**src/rtl/lenet_pkg.sv**
```systemverilog
// Shared LeNet-5 datapath constants and the pixel type used between stages.
package lenet_pkg;

  localparam int DATA_W   = 12;
  localparam int C3_MAP_W = 10;
  localparam int C3_MAP_H = 10;
  localparam int S4_MAP_W = C3_MAP_W / 2;
  localparam int S4_MAP_H = C3_MAP_H / 2;

  typedef logic signed [DATA_W-1:0] pixel_t;

endpackage

```
**src/rtl/stage2_pool_if.sv**
```systemverilog
// Pixel stream into and pooled stream out of the S4 max-pool stage.
interface stage2_pool_if #(
  parameter int DATA_W = lenet_pkg::DATA_W
);

  logic                     in_valid;
  logic signed [DATA_W-1:0] in_data;
  logic                     out_valid;
  logic signed [DATA_W-1:0] out_data;
  logic                     out_last;

  modport master (output in_valid, in_data, input out_valid, out_data, out_last);
  modport slave  (input in_valid, in_data, output out_valid, out_data, out_last);

endinterface

```
**src/rtl/pool_max2.sv**
```systemverilog
// Combinational signed 2-input max; build with STAGE2_POOL_RELU_EN to clamp
// negative results to zero (equivalent to clamping every input pixel first).
module pool_max2 #(
  parameter int DATA_W = lenet_pkg::DATA_W
) (
  input  logic signed [DATA_W-1:0] a_i,
  input  logic signed [DATA_W-1:0] b_i,
  output logic signed [DATA_W-1:0] max_o
);

  logic signed [DATA_W-1:0] max_raw;

  assign max_raw = (a_i > b_i) ? a_i : b_i;

`ifdef STAGE2_POOL_RELU_EN
  assign max_o = max_raw[DATA_W-1] ? '0 : max_raw;
`else
  assign max_o = max_raw;
`endif

endmodule

```
**src/rtl/stage2_pool.sv**
```systemverilog
// S4 2x2 stride-2 max pooling over the summed C3 stream, with its own line
// buffer and row/column sequencing. Optional ReLU via STAGE2_POOL_RELU_EN.
module stage2_pool #(
  parameter int DATA_W = lenet_pkg::DATA_W,
  parameter int MAP_W  = lenet_pkg::C3_MAP_W,
  parameter int MAP_H  = lenet_pkg::C3_MAP_H
) (
  input  logic          clk,
  input  logic          rst_n,
  input  logic          frame_clr,
  stage2_pool_if.slave  bus
);
  import lenet_pkg::*;

  localparam int COL_W = (MAP_W > 2) ? $clog2(MAP_W) : 2;
  localparam int ROW_W = (MAP_H > 2) ? $clog2(MAP_H) : 2;
  localparam int LB_N  = MAP_W / 2;

  localparam logic [0:0] EVEN_ROW = 1'b0;
  localparam logic [0:0] ODD_ROW  = 1'b1;

  if ((MAP_W % 2) != 0 || (MAP_H % 2) != 0) begin : g_bad_map
    $error("stage2_pool: MAP_W and MAP_H must both be even");
  end

  logic [COL_W-1:0]         col_q, col_d;
  logic [ROW_W-1:0]         row_q, row_d;
  logic [0:0]               phase_q, phase_d;
  logic signed [DATA_W-1:0] hold_q, hold_d;
  logic                     out_valid_q, out_valid_d;
  logic signed [DATA_W-1:0] out_data_q, out_data_d;
  logic                     out_last_q, out_last_d;

  logic signed [DATA_W-1:0] linebuf [LB_N];
  logic signed [DATA_W-1:0] lb_rd_q;
  logic signed [DATA_W-1:0] hmax;
  logic signed [DATA_W-1:0] vmax;
  logic                     accept;
  logic                     col_last;
  logic                     row_last;
  logic [COL_W-2:0]         lb_addr;

  assign accept   = bus.in_valid & ~frame_clr;
  assign col_last = (col_q == COL_W'(MAP_W - 1));
  assign row_last = (row_q == ROW_W'(MAP_H - 1));
  assign lb_addr  = col_q[COL_W-1:1];

  pool_max2 #(.DATA_W(DATA_W)) u_hmax (
    .a_i   (hold_q),
    .b_i   (bus.in_data),
    .max_o (hmax)
  );

  pool_max2 #(.DATA_W(DATA_W)) u_vmax (
    .a_i   (lb_rd_q),
    .b_i   (hmax),
    .max_o (vmax)
  );

  always_comb begin
    col_d       = col_q;
    row_d       = row_q;
    phase_d     = phase_q;
    hold_d      = hold_q;
    out_valid_d = 1'b0;
    out_data_d  = out_data_q;
    out_last_d  = 1'b0;
    if (frame_clr) begin
      col_d   = '0;
      row_d   = '0;
      phase_d = EVEN_ROW;
      hold_d  = '0;
    end else if (bus.in_valid) begin
      if (!col_q[0]) begin
        hold_d = bus.in_data;
      end
      if (col_last) begin
        col_d   = '0;
        row_d   = row_last ? '0 : row_q + ROW_W'(1);
        phase_d = (phase_q == EVEN_ROW) ? ODD_ROW : EVEN_ROW;
      end else begin
        col_d = col_q + COL_W'(1);
      end
      // Second beat of the second row of a window completes the 2x2 max.
      if (col_q[0] && phase_q == ODD_ROW) begin
        out_valid_d = 1'b1;
        out_data_d  = vmax;
        out_last_d  = row_last & col_last;
      end
    end
  end

  always_ff @(posedge clk or negedge rst_n) begin
    if (!rst_n) begin
      col_q       <= '0;
      row_q       <= '0;
      phase_q     <= EVEN_ROW;
      hold_q      <= '0;
      out_valid_q <= 1'b0;
      out_data_q  <= '0;
      out_last_q  <= 1'b0;
    end else begin
      col_q       <= col_d;
      row_q       <= row_d;
      phase_q     <= phase_d;
      hold_q      <= hold_d;
      out_valid_q <= out_valid_d;
      out_data_q  <= out_data_d;
      out_last_q  <= out_last_d;
    end
  end

  // Line buffer: odd-row reads are issued on the even column so the stored
  // horizontal max is already registered when the odd column arrives.
  always_ff @(posedge clk) begin
    if (accept && phase_q == EVEN_ROW && col_q[0]) begin
      linebuf[lb_addr] <= hmax;
    end
    if (accept && phase_q == ODD_ROW && !col_q[0]) begin
      lb_rd_q <= linebuf[lb_addr];
    end
  end

  assign bus.out_valid = out_valid_q;
  assign bus.out_data  = out_data_q;
  assign bus.out_last  = out_last_q;

endmodule
```
**src/flat_wrapper.sv**
```systemverilog
// flat-port wrapper written by rule: the top's interface ports become plain ports
module stage2_pool_flat import lenet_pkg::*;
#(
  parameter int DATA_W = lenet_pkg::DATA_W,
  parameter int MAP_W  = lenet_pkg::C3_MAP_W,
  parameter int MAP_H  = lenet_pkg::C3_MAP_H
)
  (clk, rst_n, frame_clr, bus_in_valid, bus_in_data, bus_out_valid, bus_out_data, bus_out_last);
  stage2_pool_if #(.DATA_W(DATA_W)) bus_i ();
  input  logic clk;
  input  logic rst_n;
  input  logic frame_clr;
  input wire logic [$bits(bus_i.in_valid)-1:0] bus_in_valid;
  input wire logic [$bits(bus_i.in_data)-1:0] bus_in_data;
  output wire logic [$bits(bus_i.out_valid)-1:0] bus_out_valid;
  output wire logic [$bits(bus_i.out_data)-1:0] bus_out_data;
  output wire logic [$bits(bus_i.out_last)-1:0] bus_out_last;
  assign bus_i.in_valid = bus_in_valid;
  assign bus_i.in_data = bus_in_data;
  assign bus_out_valid = bus_i.out_valid;
  assign bus_out_data = bus_i.out_data;
  assign bus_out_last = bus_i.out_last;
  stage2_pool #(.DATA_W(DATA_W), .MAP_W(MAP_W), .MAP_H(MAP_H)) u_core (.clk(clk), .rst_n(rst_n), .frame_clr(frame_clr), .bus(bus_i));
endmodule
```
**config.mk**
```make
export PLATFORM = sky130hd
export DESIGN_NAME = stage2_pool_flat
export DESIGN_NICKNAME = d
export VERILOG_FILES = /design/src/rtl/lenet_pkg.sv /design/src/rtl/stage2_pool_if.sv /design/src/rtl/pool_max2.sv /design/src/rtl/stage2_pool.sv /design/src/flat_wrapper.sv
export SDC_FILE = /design/constraint.sdc
export NUM_CORES = 1
export LEC_CHECK = 0
export ABC_AREA = 1
export BUFFER_PORTS_ARGS = -buffer_cell sky130_fd_sc_hd__clkbuf_2
export CORE_MARGIN = 4
export CORE_UTILIZATION = 60
export DETAILED_ROUTE_END_ITERATION = 16
export PLACE_DENSITY = 0.82
export SYNTH_ARGS = -nofsm -noshare
export SYNTH_HDL_FRONTEND = slang
export SYNTH_SLANG_ARGS = --single-unit
```
**constraint.sdc**
```tcl
create_clock -name clk -period 4.4 [get_ports clk]
set_clock_uncertainty 0.2 [all_clocks]
set_input_delay 0.44 -clock clk [delete_from_list [all_inputs] [get_ports clk]]
set_output_delay 0.44 -clock clk [all_outputs]
set_load 0.1 [all_outputs]
```
==> run metrics, run 1 <==
worst hold slack across all endpoints=0.138 ns; number of synthesis warnings=0; Net count, final=580; minimum period implied by the final worst setup slack=between 3 and 4 ns; final worst path period share=approximately 90%; share of the core filled with cells=68.6%; clk sink count=107; HPWL Detailed=between 7000 and 8000 um; Yosys cell types=34; most used routing layer in global routing=met2; Overall Global Routing Usage=22.1%; DRT Pass-1 Iters=6; nature of the critical path endpoint=flop; synthesis-to-layout area growth=9.35%; peak clock frequency supported by timing=253 MHz; initial antenna violation count=0; post-synthesis cell area=5260 um^2; destination of the worst register-to-register timing path=u_core.bus.out_data[7]; Setup Viol. Count Final=0; clock buffer count from CTS=9; Iteration-0 DRC Markers=205; average footprint of a synthesized cell=~10 um^2; total overflow reported by the global router=0; Layout Cell Area excl Fill=5750 um^2; largest net degree at the start of global routing=36; final-report hold violation count=0; Power, Total=2.68 mW; RSZ-0062 raised after global routing=no; area of the die=10300 um^2; die span in x=roughly 100 um; GR Layer Usage met3=between 4 and 5%; maximum fanout encountered on the critical timing path=24; ranking of synthesized cells by area=sky130_fd_sc_hd__edfxtp_1 (41%), sky130_fd_sc_hd__dfrtp_1 (17%), sky130_fd_sc_hd__nand2_1 (9.1%), sky130_fd_sc_hd__ha_1 (6.2%), sky130_fd_sc_hd__inv_1 (4.2%); cell taking the most area after synthesis=sky130_fd_sc_hd__edfxtp_1; Slew HR=15.3%; routed len/inst=16.5 um; dpl cells=approximately 630; Worst-Margin Slew=roughly 1.3 ns; final setup TNS=0 ns; P per Cell Area=466 nW/um^2; Final Instance Count excl. Fillers=648; ANT cells=0; critical path start-end classification=reg -> reg; Top Ports=30; end point of the most critical hold path=u_core.hold_q[10]; number of synthesized register bits=107; arrival time of the worst setup path=4.03 ns; Filler cells=610; buffer type at the clock tree root=sky130_fd_sc_hd__clkbuf_8; clk_lat worst skew=0.38 ns; share of the synthesized area in the top cell type=41.1%; reg-to-reg startpoint=u_core.hold_q[11]; critical path required time=4.48 ns; Clock transition at path regs=between 0.1 and 0.15 ns; hold path cells=3; Final Routed Wirelength=10700 um; commonest cells after routing, fill and taps aside=sky130_fd_sc_hd__nand2_1 (128), sky130_fd_sc_hd__edfxtp_1 (72), sky130_fd_sc_hd__inv_1 (59), sky130_fd_sc_hd__nor2_1 (38), sky130_fd_sc_hd__dfrtp_1 (35); area of the core=8380 um^2; met1 track demand over resource=28.5%; leading cell type in the layout, fill and taps excluded=sky130_fd_sc_hd__nand2_1; post-detailed-route via-to-cell ratio=5.71; layout cells sized above 1=17.1%; routed vias=about 3700; Gate Count Post-Synth=a little over 500; TritonCTS clock tree=yes; worst slack, placed=0.0498 ns; hold_sp=bus_in_data[10]; Worst VDD drop=0.000315 V; Die Y=102 um; reg-to-reg slack, setup=0.44 ns; Worst Reg-to-Reg Cells=19; GR Util met2=36.7%; static leakage power=2.60 nW; worst hold path type=in -> reg; sequential element share of the synthesized area=around 58%; maximum number of buffers from clock root to sink=2; global-route wire length before repair=17400 um; total of max-cap violations=0; Slew Viols, Final=0; vias in the first global route=between 3000 and 4000; placed cell areas=5500 um^2; nature of the critical path startpoint=flop; port buffer count=29; num rows=33; depth of the CTS H-tree=3; result of the run=finished, final reports clean; post-layout worst setup margin=0.444 ns; DRC errors left=0; effective utilization at floorplan=62.8%; Detail Route Antenna Nets=0; global placer's final weighted congestion=0.946; nets in the synthesized netlist=552
cell type report:
cell class	instances	area (um^2)	share of cell area [%]
repair buffers	33	190	3.31
inverters	62	233	4.05
well taps	105	131	2.28
clock buffers	9	124	2.15
flip-flops and latches	107	3040	52.8
multi-input cells	325	1940	33.7
clock inverters	7	96.3	1.68
state kept, by name, indices dropped and copies added (netlist names):
register,flops
u_core.bus.out_last,1
u_core.linebuf,60
u_core.phase_q,1
u_core.bus.out_data,12
u_core.hold_q,12
u_core.row_q,4
u_core.col_q,4
u_core.lb_rd_q,12
u_core.bus.out_valid,1
worst max-delay path by stage:
stage                      start                     end  cells after the start  slack [ns]
2_1_floorplan    bus_in_data[11]  u_core.bus.out_data[7]                     23        1.06
4_1_cts        u_core.hold_q[11]  u_core.bus.out_data[7]                     23        0.21
3_3_place_gp     bus_in_data[11]  u_core.bus.out_data[2]                     24        0.28
3_5_place_dp     bus_in_data[11]  u_core.bus.out_data[4]                     21        0.05
6_report       u_core.hold_q[11]  u_core.bus.out_data[7]                     19        0.44
5_1_grt        u_core.hold_q[11]  u_core.bus.out_data[6]                     20        0.07
cells in the mapped netlist, drive strengths merged:
master	instances
inv	62
clkbuf	8
nor3	6
a22oi	3
a21o	2
buf	8
nand2	142
and2	1
a21oi	21
o31ai	1
nand3	44
and3	1
dfrtp	35
o21ai	15
o22ai	1
ha	26
a221o	10
edfxtp	72
nand4	8
nor2	41
nor4	3
layer usage:
layer / part of all wire [%] / up-vias
li1: - / 1771
met1: 42 / 1767
met2: 49 / 137
met3: 6.7 / 26
met4: 2.4 / 0
met5: 0 / -
power by group:
group	total, mW	leakage, nW	switching, mW	internal [mW]
logic	0.798	1.37	0.558	0.240
registers	1.25	1.13	0.0535	1.20
clock network	0.628	0.109	0.390	0.238
critical path, cell delays in order (launching register included):
cell and delay (ns):
sky130_fd_sc_hd__dfrtp_1 0.42, sky130_fd_sc_hd__ha_1 0.35, sky130_fd_sc_hd__a21o_1 0.20, sky130_fd_sc_hd__nor2_1 0.20, sky130_fd_sc_hd__nand4_1 0.19, sky130_fd_sc_hd__nand3_4 0.24, sky130_fd_sc_hd__nand2_1 0.12, sky130_fd_sc_hd__nand2_1 0.21
sky130_fd_sc_hd__inv_1 0.09, sky130_fd_sc_hd__ha_1 0.35, sky130_fd_sc_hd__nand2_1 0.09, sky130_fd_sc_hd__nor2_1 0.13, sky130_fd_sc_hd__and2_1 0.17, sky130_fd_sc_hd__nand2_1 0.08, sky130_fd_sc_hd__nand4_1 0.12, sky130_fd_sc_hd__nand3_4 0.27
sky130_fd_sc_hd__nor2_1 0.19, sky130_fd_sc_hd__nor2_1 0.05, sky130_fd_sc_hd__nand2_1 0.10, sky130_fd_sc_hd__nand2_1 0.05
cells by family (layout without fill, tap and decap cells):
logic type                 after synthesis  in the layout  synth area share, %
buffers and inverters                   78            111                 6.52
adders and majority gates               26             26                 6.18
and+or+nand+nor                        246            246                 23.2
DFF                                    107            107                 57.8
AOI/OAI and AO/OA                       53             53                 6.38
timing repair:
item                                    in CTS  in global routing
endpoints found under the setup margin       0                 12
buffers inserted                             0                  0
gates resized for setup                      0                  3
hold endpoints to repair                    22                  0
hold buffers                                 1                  0
No activity file was read; power rests on OpenSTA's default activity.
==> run 2: changes to the inputs <==
- GPL_TIMING_DRIVEN: not set -> 0
==> run 2 against run 1 <==
The flow now finishes with violations (hold timing). Non-clock buffer count grew 14. Power shrank 2.1%. Maximum frequency grew 4.1%. Worst setup slack gained 0.16 ns. Sequential power is essentially flat. Sequential share of layout area grew 0.20 points. Global-route usage grew 0.21 points. Cell area shrank 0.37%. First-iteration DRC count shrank 6.8%. Clock-buffer cell count grew 2. Via count grew 2.1%. Critical path type unchanged.
==> run metrics, run 2 (synthesized netlist as in run 1, its figures left out) <==
critical path start-end classification=reg -> reg (unchanged); leading cell type in the layout, fill and taps excluded=sky130_fd_sc_hd__nand2_1 (unchanged); vias in the first global route=3685 (was 3607); Overall Global Routing Usage=22.3% (was 22.1%); Layout Cell Area excl Fill=5730 um^2 (was 5750 um^2); result of the run=complete, but fails checks (was finished, final reports clean); static leakage power=2.60 nW (about the same); Top Ports=30 (unchanged); placed cell areas=5560 um^2 (was 5500 um^2); layout cells sized above 1=16.9% (was 17.1%); worst hold slack across all endpoints=-0.0186 ns (was 0.138 ns); post-detailed-route via-to-cell ratio=5.72 (was 5.71); Final Routed Wirelength=10800 um (was 10700 um); RSZ-0062 raised after global routing=no (unchanged); largest net degree at the start of global routing=36 (unchanged); Net count, final=594 (was 580); Worst VDD drop=0.000264 V (was 0.000315 V); global placer's final weighted congestion=0.845 (was 0.946); synthesis-to-layout area growth=8.94% (was 9.35%); HPWL Detailed=7910 um (was 7580 um); post-CTS setup buffer count=0 (unchanged); Iteration-0 DRC Markers=191 (was 205); area of the die=10300 um^2 (unchanged); number of flip-flops under the largest register name=60 (unchanged); violated checks=hold timing; final-report hold violation count=35 (was 0); Die Y=102 um (unchanged); TritonCTS clock tree=yes (unchanged); nature of the critical path startpoint=flop (unchanged); total overflow reported by the global router=0 (unchanged); routed len/inst=16.3 um (was 16.5 um); final worst path period share=86.4% (was 89.9%); ANT cells=0 (unchanged); CTS hold repair buffers=0 (was 1); DRT Pass-1 Iters=4 (was 6); minimum period implied by the final worst setup slack=3.80 ns (was 3.96 ns); met1 track demand over resource=28.7% (was 28.5%); depth of the CTS H-tree=3 (unchanged); # resized after CTS=0 (unchanged); cell family with most CP delay=simple AND/OR/NAND/NOR gates (unchanged); P per Cell Area=458 nW/um^2 (was 466 nW/um^2); register ranked first by flip-flop count=u_core.linebuf (unchanged); power share of the sequential group=47.6% (was 46.8%); Combinational Power Share=32.0% (was 29.8%); Worst-Margin Slew=1.27 ns (about the same); number of buffers and inverters on the critical path=3 (was 1); Clock transition at path regs=0.10 ns (was 0.12 ns); design internal power=1.68 mW (about the same); commonest cells after routing, fill and taps aside=sky130_fd_sc_hd__nand2_1 (128), sky130_fd_sc_hd__edfxtp_1 (72), sky130_fd_sc_hd__inv_1 (59), sky130_fd_sc_hd__nor2_1 (38), sky130_fd_sc_hd__dfrtp_1 (35) (unchanged); final setup TNS=0 ns (unchanged); clock share of power=20.4% (was 23.4%); maximum fanout encountered on the critical timing path=10 (was 24); buffer type at the clock tree root=sky130_fd_sc_hd__clkbuf_8 (unchanged); reg-to-reg startpoint=u_core.hold_q[11] (unchanged); GR Layer Usage met3=4.27% (was 4.82%); switching part of the total=36.1% (was 37.4%); die span in x=102 um (unchanged); worst hold path type=in -> async (was in -> reg); critical path required time=4.47 ns (was 4.48 ns); Detail Route Antenna Nets=0 (unchanged); routed vias=3779 (was 3701); Setup Viol. Count Final=0 (unchanged); nature of the critical path endpoint=flop (unchanged); CP max-delay cell=sky130_fd_sc_hd__dfrtp_1 (unchanged); global-route wire length before repair=17500 um (was 17400 um); clock buffer count from CTS=9 (unchanged); clk_lat worst skew=0.37 ns (was 0.38 ns); maximum number of buffers from clock root to sink=2 (unchanged); clk sink count=107 (unchanged); delay contributed by the slowest stage of the critical path=0.41 ns (was 0.42 ns); num rows=33 (unchanged); GR Util met2=38.1% (was 36.7%); total of max-cap violations=0 (unchanged); Filler cells=649 (was 610); reported net switching power=946 uW (was 1.00 mW); port buffer count=29 (unchanged); Slew HR=15.1% (was 15.3%); DRC errors left=0 (unchanged); cell chain of the critical path=ha_1 > a21o_1 > nor2_1 > nand4_1 > nand3_2 > buf_12 > nand2_4 > nand2_1 > inv_1 > ha_1 > nand2_1 > nor2_1 > and2_1 > nand2_1 > nand3_1 > nand2_1 > nand3_2 > buf_4 > nand3_1 > nand2_1 > nand2_1 (was ha_1 > a21o_1 > nor2_1 > nand4_1 > nand3_4 > nand2_1 > nand2_1 > inv_1 > ha_1 > nand2_1 > nor2_1 > and2_1 > nand2_1 > nand4_1 > nand3_4 > nor2_1 > nor2_1 > nand2_1 > nand2_1); Slew Viols, Final=0 (unchanged); effective utilization at floorplan=62.8% (unchanged); beginning of the critical path=u_core.hold_q[11] (unchanged); initial antenna violation count=0 (unchanged); most used routing layer in global routing=met2 (unchanged); peak clock frequency supported by timing=263 MHz (was 253 MHz); area of the core=8380 um^2 (unchanged); arrival time of the worst setup path=3.87 ns (was 4.03 ns); cell with the most instances on the worst path=sky130_fd_sc_hd__nand2_1 (unchanged)
[run 2: cell types whose count changed in the layout (fill, tap and decap cells not counted), sizes merged]
cell         change
buf              +7
clkbuf          +10
clkinv           -3
clkinvlp         +2
dlygate4sd3      -1
inv              -2
[run 2: layout make-up]
cell class / instances / area (um^2) / area share [%]
Sequential cell: 107 / 3040 / 53.0
Inverter: 62 / 233 / 4.06
Clock buffer: 11 / 131 / 2.29
Timing Repair Buffer: 31 / 160 / 2.79
Multi-Input combinational cell: 325 / 1890 / 33.0
Buffer: 16 / 110 / 1.92
Clock inverter: 4 / 35.0 / 0.611
Tap cell: 105 / 131 / 2.29
[run 2: final timing paths]
path                                                to  slack (ns)  cells after the start
worst max register to register  u_core.bus.out_data[5]        0.60                     21
worst min-delay path                   u_core.row_q[0]       -0.02                      1
max in group asynchronous       u_core.bus.out_data[8]        3.45                      1
min in group clk                     u_core.hold_q[11]        0.13                      3
worst min register to register  u_core.bus.out_data[5]        0.29                      2
worst max-delay path            u_core.bus.out_data[5]        0.60                     21
[run 2: per-layer routing]
layer  vias up  share of wire, %
met5         -                 0
li1       1800                 -
met4         0               2.3
met3        25               5.7
met2       130                51
met1      1824                41
[run 2: worst register-to-register path, delay by kind of cell, from the launching register on]
kind	cells	cell delay, ns
and+or+nand+nor	15	1.75
buffers and inverters	3	0.49
adders and majority gates	2	0.65
AOI/OAI and AO/OA	1	0.21
DFF	1	0.41
[run 2: power by group through the flow]
stage	Sequential, mW	Clock (mW)	Combinational (mW)
floorplan	1.34	0	0.553
detailed placement	1.27	0	0.833
global placement	1.27	0	0.795
CTS	1.25	0.541	0.839
global route	1.26	0.584	0.930
finish	1.25	0.535	0.839
[run 2: per-stage QoR]
stage	setup WS, ns	std cells	utilization, %	power, mW
floorplan	1.06	510	-	1.89
global placement	0.635	644	66.1	2.06
detailed placement	0.476	646	66.4	2.10
CTS	0.634	661	68.4	2.63
global route	0.334	661	68.4	2.77
finish	0.600	661	68.4	2.62
==> run 3: changes to the inputs <==
- ABC_AREA: 1 -> 0
- HOLD_SLACK_MARGIN: not set -> 0.1
- PLACE_DENSITY: 0.82 -> 0.87
==> run 3 against run 2 <==
The run now ends clean. Global-route usage rose by 0.54 points. Maximum frequency down 9.7%. Sequential share of layout area rose by 0.33 points. Critical path depth down 7. Cell count fell by 14%. Power shrank 24%. Sequential cell count is the same. Clock-buffer cell count is 2 lower. Sequential power fell by 11%. Largest power group unchanged. Highest routed layer unchanged.
==> run metrics, run 3 <==
post-detailed-route via-to-cell ratio=6.05 (was 5.72); routed vias=3441 (was 3779); register ranked first by flip-flop count=u_core.linebuf (unchanged); number of buffers and inverters on the critical path=1 (was 3); Worst VDD drop=0.000192 V (was 0.000264 V); nature of the critical path endpoint=flop (unchanged); cell taking the most area after synthesis=sky130_fd_sc_hd__edfxtp_1 (unchanged); nature of the critical path startpoint=flop (unchanged); global placer's final weighted congestion=0.917 (was 0.845); delay contributed by the slowest stage of the critical path=0.43 ns (was 0.41 ns); Worst-Margin Slew=1.25 ns (was 1.27 ns); port buffer count=29 (unchanged); Slew Viols, Final=0 (unchanged); final setup TNS=0 ns (unchanged); global-route wire length before repair=17400 um (was 17500 um); area of the die=9870 um^2 (was 10300 um^2); Setup Viol. Count Final=0 (unchanged); critical path start-end classification=reg -> reg (unchanged); DRC errors left=0 (unchanged); area of the core=8180 um^2 (was 8380 um^2); result of the run=finished, final reports clean (was complete, but fails checks); peak clock frequency supported by timing=238 MHz (was 263 MHz); ranking of synthesized cells by area=sky130_fd_sc_hd__edfxtp_1 (43%), sky130_fd_sc_hd__dfrtp_1 (17%), sky130_fd_sc_hd__ha_1 (6.5%), sky130_fd_sc_hd__a21oi_1 (3.6%), sky130_fd_sc_hd__mux2i_1 (3.6%) (was sky130_fd_sc_hd__edfxtp_1 (41%), sky130_fd_sc_hd__dfrtp_1 (17%), sky130_fd_sc_hd__nand2_1 (9.1%), sky130_fd_sc_hd__ha_1 (6.2%), sky130_fd_sc_hd__inv_1 (4.2%)); post-layout worst setup margin=0.190 ns (was 0.600 ns); cell chain of the critical path=ha_1 > nor2b_4 > o211ai_1 > a211oi_4 > o31ai_4 > mux2i_4 > ha_1 > a21o_1 > a2111oi_4 > o211ai_1 > o21ai_2 > nand2_1 > clkbuf_2 > o21ai_1 (was ha_1 > a21o_1 > nor2_1 > nand4_1 > nand3_2 > buf_12 > nand2_4 > nand2_1 > inv_1 > ha_1 > nand2_1 > nor2_1 > and2_1 > nand2_1 > nand3_1 > nand2_1 > nand3_2 > buf_4 > nand3_1 > nand2_1 > nand2_1); maximum fanout encountered on the critical timing path=10 (unchanged); Overall Global Routing Usage=22.8% (was 22.3%); Power, Total=1.98 mW (was 2.62 mW); Iteration-0 DRC Markers=283 (was 191); minimum period implied by the final worst setup slack=4.21 ns (was 3.80 ns); depth of the CTS H-tree=3 (unchanged); number of synthesis warnings=0 (unchanged); Filler cells=555 (was 649); Top Ports=30 (unchanged); worst slack, placed=-0.692 ns (was 0.476 ns); CP max-delay cell=sky130_fd_sc_hd__dfrtp_1 (unchanged); post-synthesis cell area=5010 um^2 (was 5260 um^2); average footprint of a synthesized cell=12.4 um^2 (was 10.3 um^2); Detail Route Antenna Nets=0 (unchanged); Clock transition at path regs=0.11 ns (was 0.10 ns); Yosys cell types=46 (was 34); P per Cell Area=349 nW/um^2 (was 458 nW/um^2); layout cells sized above 1=19.0% (was 16.9%); DRT Pass-1 Iters=4 (unchanged); Die Y=99.4 um (was 102 um); clk sink count=107 (unchanged); share of the synthesized area in the top cell type=43.2% (was 41.1%); largest net degree at the start of global routing=36 (unchanged); vias in the first global route=3450 (was 3685); Final Routed Wirelength=10700 um (was 10800 um); clock buffer count from CTS=9 (unchanged); most common cell in the synthesized netlist=sky130_fd_sc_hd__edfxtp_1 (was sky130_fd_sc_hd__nand2_1); HPWL Detailed=7680 um (was 7910 um); arrival time of the worst setup path=4.30 ns (was 3.87 ns); initial antenna violation count=0 (unchanged); maximum number of buffers from clock root to sink=2 (unchanged); number of flip-flops under the largest register name=60 (unchanged); cell family with most CP delay=compound AO/OA/AOI/OAI gates (was simple AND/OR/NAND/NOR gates); synthesis-to-layout area growth=13.7% (was 8.94%); commonest cells in the synthesized netlist=sky130_fd_sc_hd__edfxtp_1 (72), sky130_fd_sc_hd__nand2_1 (39), sky130_fd_sc_hd__a21oi_1 (36), sky130_fd_sc_hd__dfrtp_1 (35), sky130_fd_sc_hd__inv_1 (33) (was sky130_fd_sc_hd__nand2_1 (128), sky130_fd_sc_hd__edfxtp_1 (72), sky130_fd_sc_hd__inv_1 (59), sky130_fd_sc_hd__nor2_1 (38), sky130_fd_sc_hd__dfrtp_1 (35)); total area of multi-input combinational cells=1860 um^2 (was 1890 um^2); leading cell type in the layout, fill and taps excluded=sky130_fd_sc_hd__edfxtp_1 (was sky130_fd_sc_hd__nand2_1); Net count, final=501 (was 594); sequential element share of the synthesized area=60.7% (was 57.8%); total of max-cap violations=0 (unchanged); ANT cells=0 (unchanged); die span in x=99.4 um (was 102 um); worst hold path type=in -> reg (was in -> async); effective utilization at floorplan=61.2% (was 62.8%); static leakage power=2.30 nW (was 2.60 nW); nets in the synthesized netlist=446 (was 552); final worst path period share=95.7% (was 86.4%); Gate Count Post-Synth=404 (was 510); number of synthesized register bits=107 (unchanged); TritonCTS clock tree=yes (unchanged); num rows=33 (unchanged); fraction of synthesis flops using an asynchronous set or reset pin=32.7% (unchanged); prevailing post-synth register cell=sky130_fd_sc_hd__edfxtp_1 (unchanged); final-report hold violation count=0 (was 35); routed len/inst=18.8 um (was 16.3 um); clk_lat worst skew=0.37 ns (about the same); Seq. cell area=3040 um^2 (unchanged); Slew HR=16.3% (was 15.1%); count of flip-flops with a built-in enable after synthesis=72 (unchanged); critical path required time=4.49 ns (was 4.47 ns); commonest cells after routing, fill and taps aside=sky130_fd_sc_hd__edfxtp_1 (72), sky130_fd_sc_hd__nand2_1 (39), sky130_fd_sc_hd__a21oi_1 (36), sky130_fd_sc_hd__dfrtp_1 (35), sky130_fd_sc_hd__inv_1 (33) (was sky130_fd_sc_hd__nand2_1 (128), sky130_fd_sc_hd__edfxtp_1 (72), sky130_fd_sc_hd__inv_1 (59), sky130_fd_sc_hd__nor2_1 (38), sky130_fd_sc_hd__dfrtp_1 (35)); total overflow reported by the global router=0 (unchanged); share of the core filled with cells=69.7% (was 68.4%); buffer type at the clock tree root=sky130_fd_sc_hd__clkbuf_8 (unchanged)
-- run 3: changes by cell type after synthesis, moves of 18 or more --
cell / before / now
sky130_fd_sc_hd__nand2_1: 128 / 39
sky130_fd_sc_hd__inv_1: 59 / 33
sky130_fd_sc_hd__nor2_1: 38 / 14
sky130_fd_sc_hd__nand3_1: 26 / 3
sky130_fd_sc_hd__mux2i_1: 0 / 18
sky130_fd_sc_hd__nand3_2: 18 / 0
-- run 3: logic make-up after synthesis --
kind of cell | share of synthesized area [%]
buffers and inverters | 3.72
multiplexers | 6.97
XOR/XNOR | 0.175
adder cells (fa/ha/maj) | 6.50
flip-flops | 60.7
AO/OA/AOI/OAI | 13.0
AND/OR/NAND/NOR | 8.97
-- run 3: worst paths after layout --
| path | cells past startpoint | slack, ns | from | to |
|---|---|---|---|---|
| min in group asynchronous | 2 | 0.50 | rst_n | u_core.row_q[0] |
| max in group asynchronous | 2 | 2.95 | rst_n | u_core.hold_q[10] |
| setup reg to reg | 14 | 0.19 | u_core.hold_q[1] | u_core.bus.out_data[2] |
| hold / removal | 3 | 0.11 | bus_in_data[4] | u_core.hold_q[4] |
| hold reg to reg | 1 | 0.31 | u_core.row_q[3] | u_core.row_q[3] |
| setup / recovery | 14 | 0.19 | u_core.hold_q[1] | u_core.bus.out_data[2] |
-- run 3: cell type report --
class | count | area share [%]
buffer | 16 | 1.12
timing repair buffer | 44 | 4.92
inverter | 33 | 2.17
multi-input combinational | 248 | 32.7
tap | 105 | 2.31
clock inverter | 7 | 1.30
sequential | 107 | 53.3
clock buffer | 9 | 2.17
-- run 3: metrics by stage --
step / std cells / instance area, um^2 / hold WS (ns)
after floorplan: 404 / 5010 / -0.0556
after global placement: 538 / 5280 / 0.263
after detailed placement: 541 / 5330 / 0.308
after CTS: 562 / 5600 / 0.101
after global routing: 569 / 5700 / 0.115
final: 569 / 5700 / 0.114
-- run 3: power by group --
part | internal (mW) | switching, mW | total, mW
sequential | 1.10 | 0.00942 | 1.11
combinational | 0.0994 | 0.168 | 0.267
clock | 0.268 | 0.338 | 0.605
total | 1.47 | 0.515 | 1.98
-- run 3: worst min-delay path: cells and delay by family --
kind	cells	cell delay (ns)
buf+inv	1	0.10
simple gates	1	0.06
compound gates	1	0.05
-- run 3: repair_timing --
item	4_1_cts	5_1_grt
gates resized for setup	7	7
setup buffers	2	7
endpoints found under the hold margin	37	0
hold buffers	3	0
setup endpoints to repair	12	10
pin swaps	2	4
-- run 3: per-layer routing --
layer | global-route usage, % | routed length (um) | share of wire, % | vias to the layer above
li1 | - | - | - | 1604
met1 | 29.7 | 4640 | 43 | 1710
met2 | 37.7 | 5280 | 49 | 105
met3 | 4.42 | 531 | 5.0 | 22
met4 | 9.66 | 255 | 2.4 | 0
met5 | 0 | 0 | 0 | -
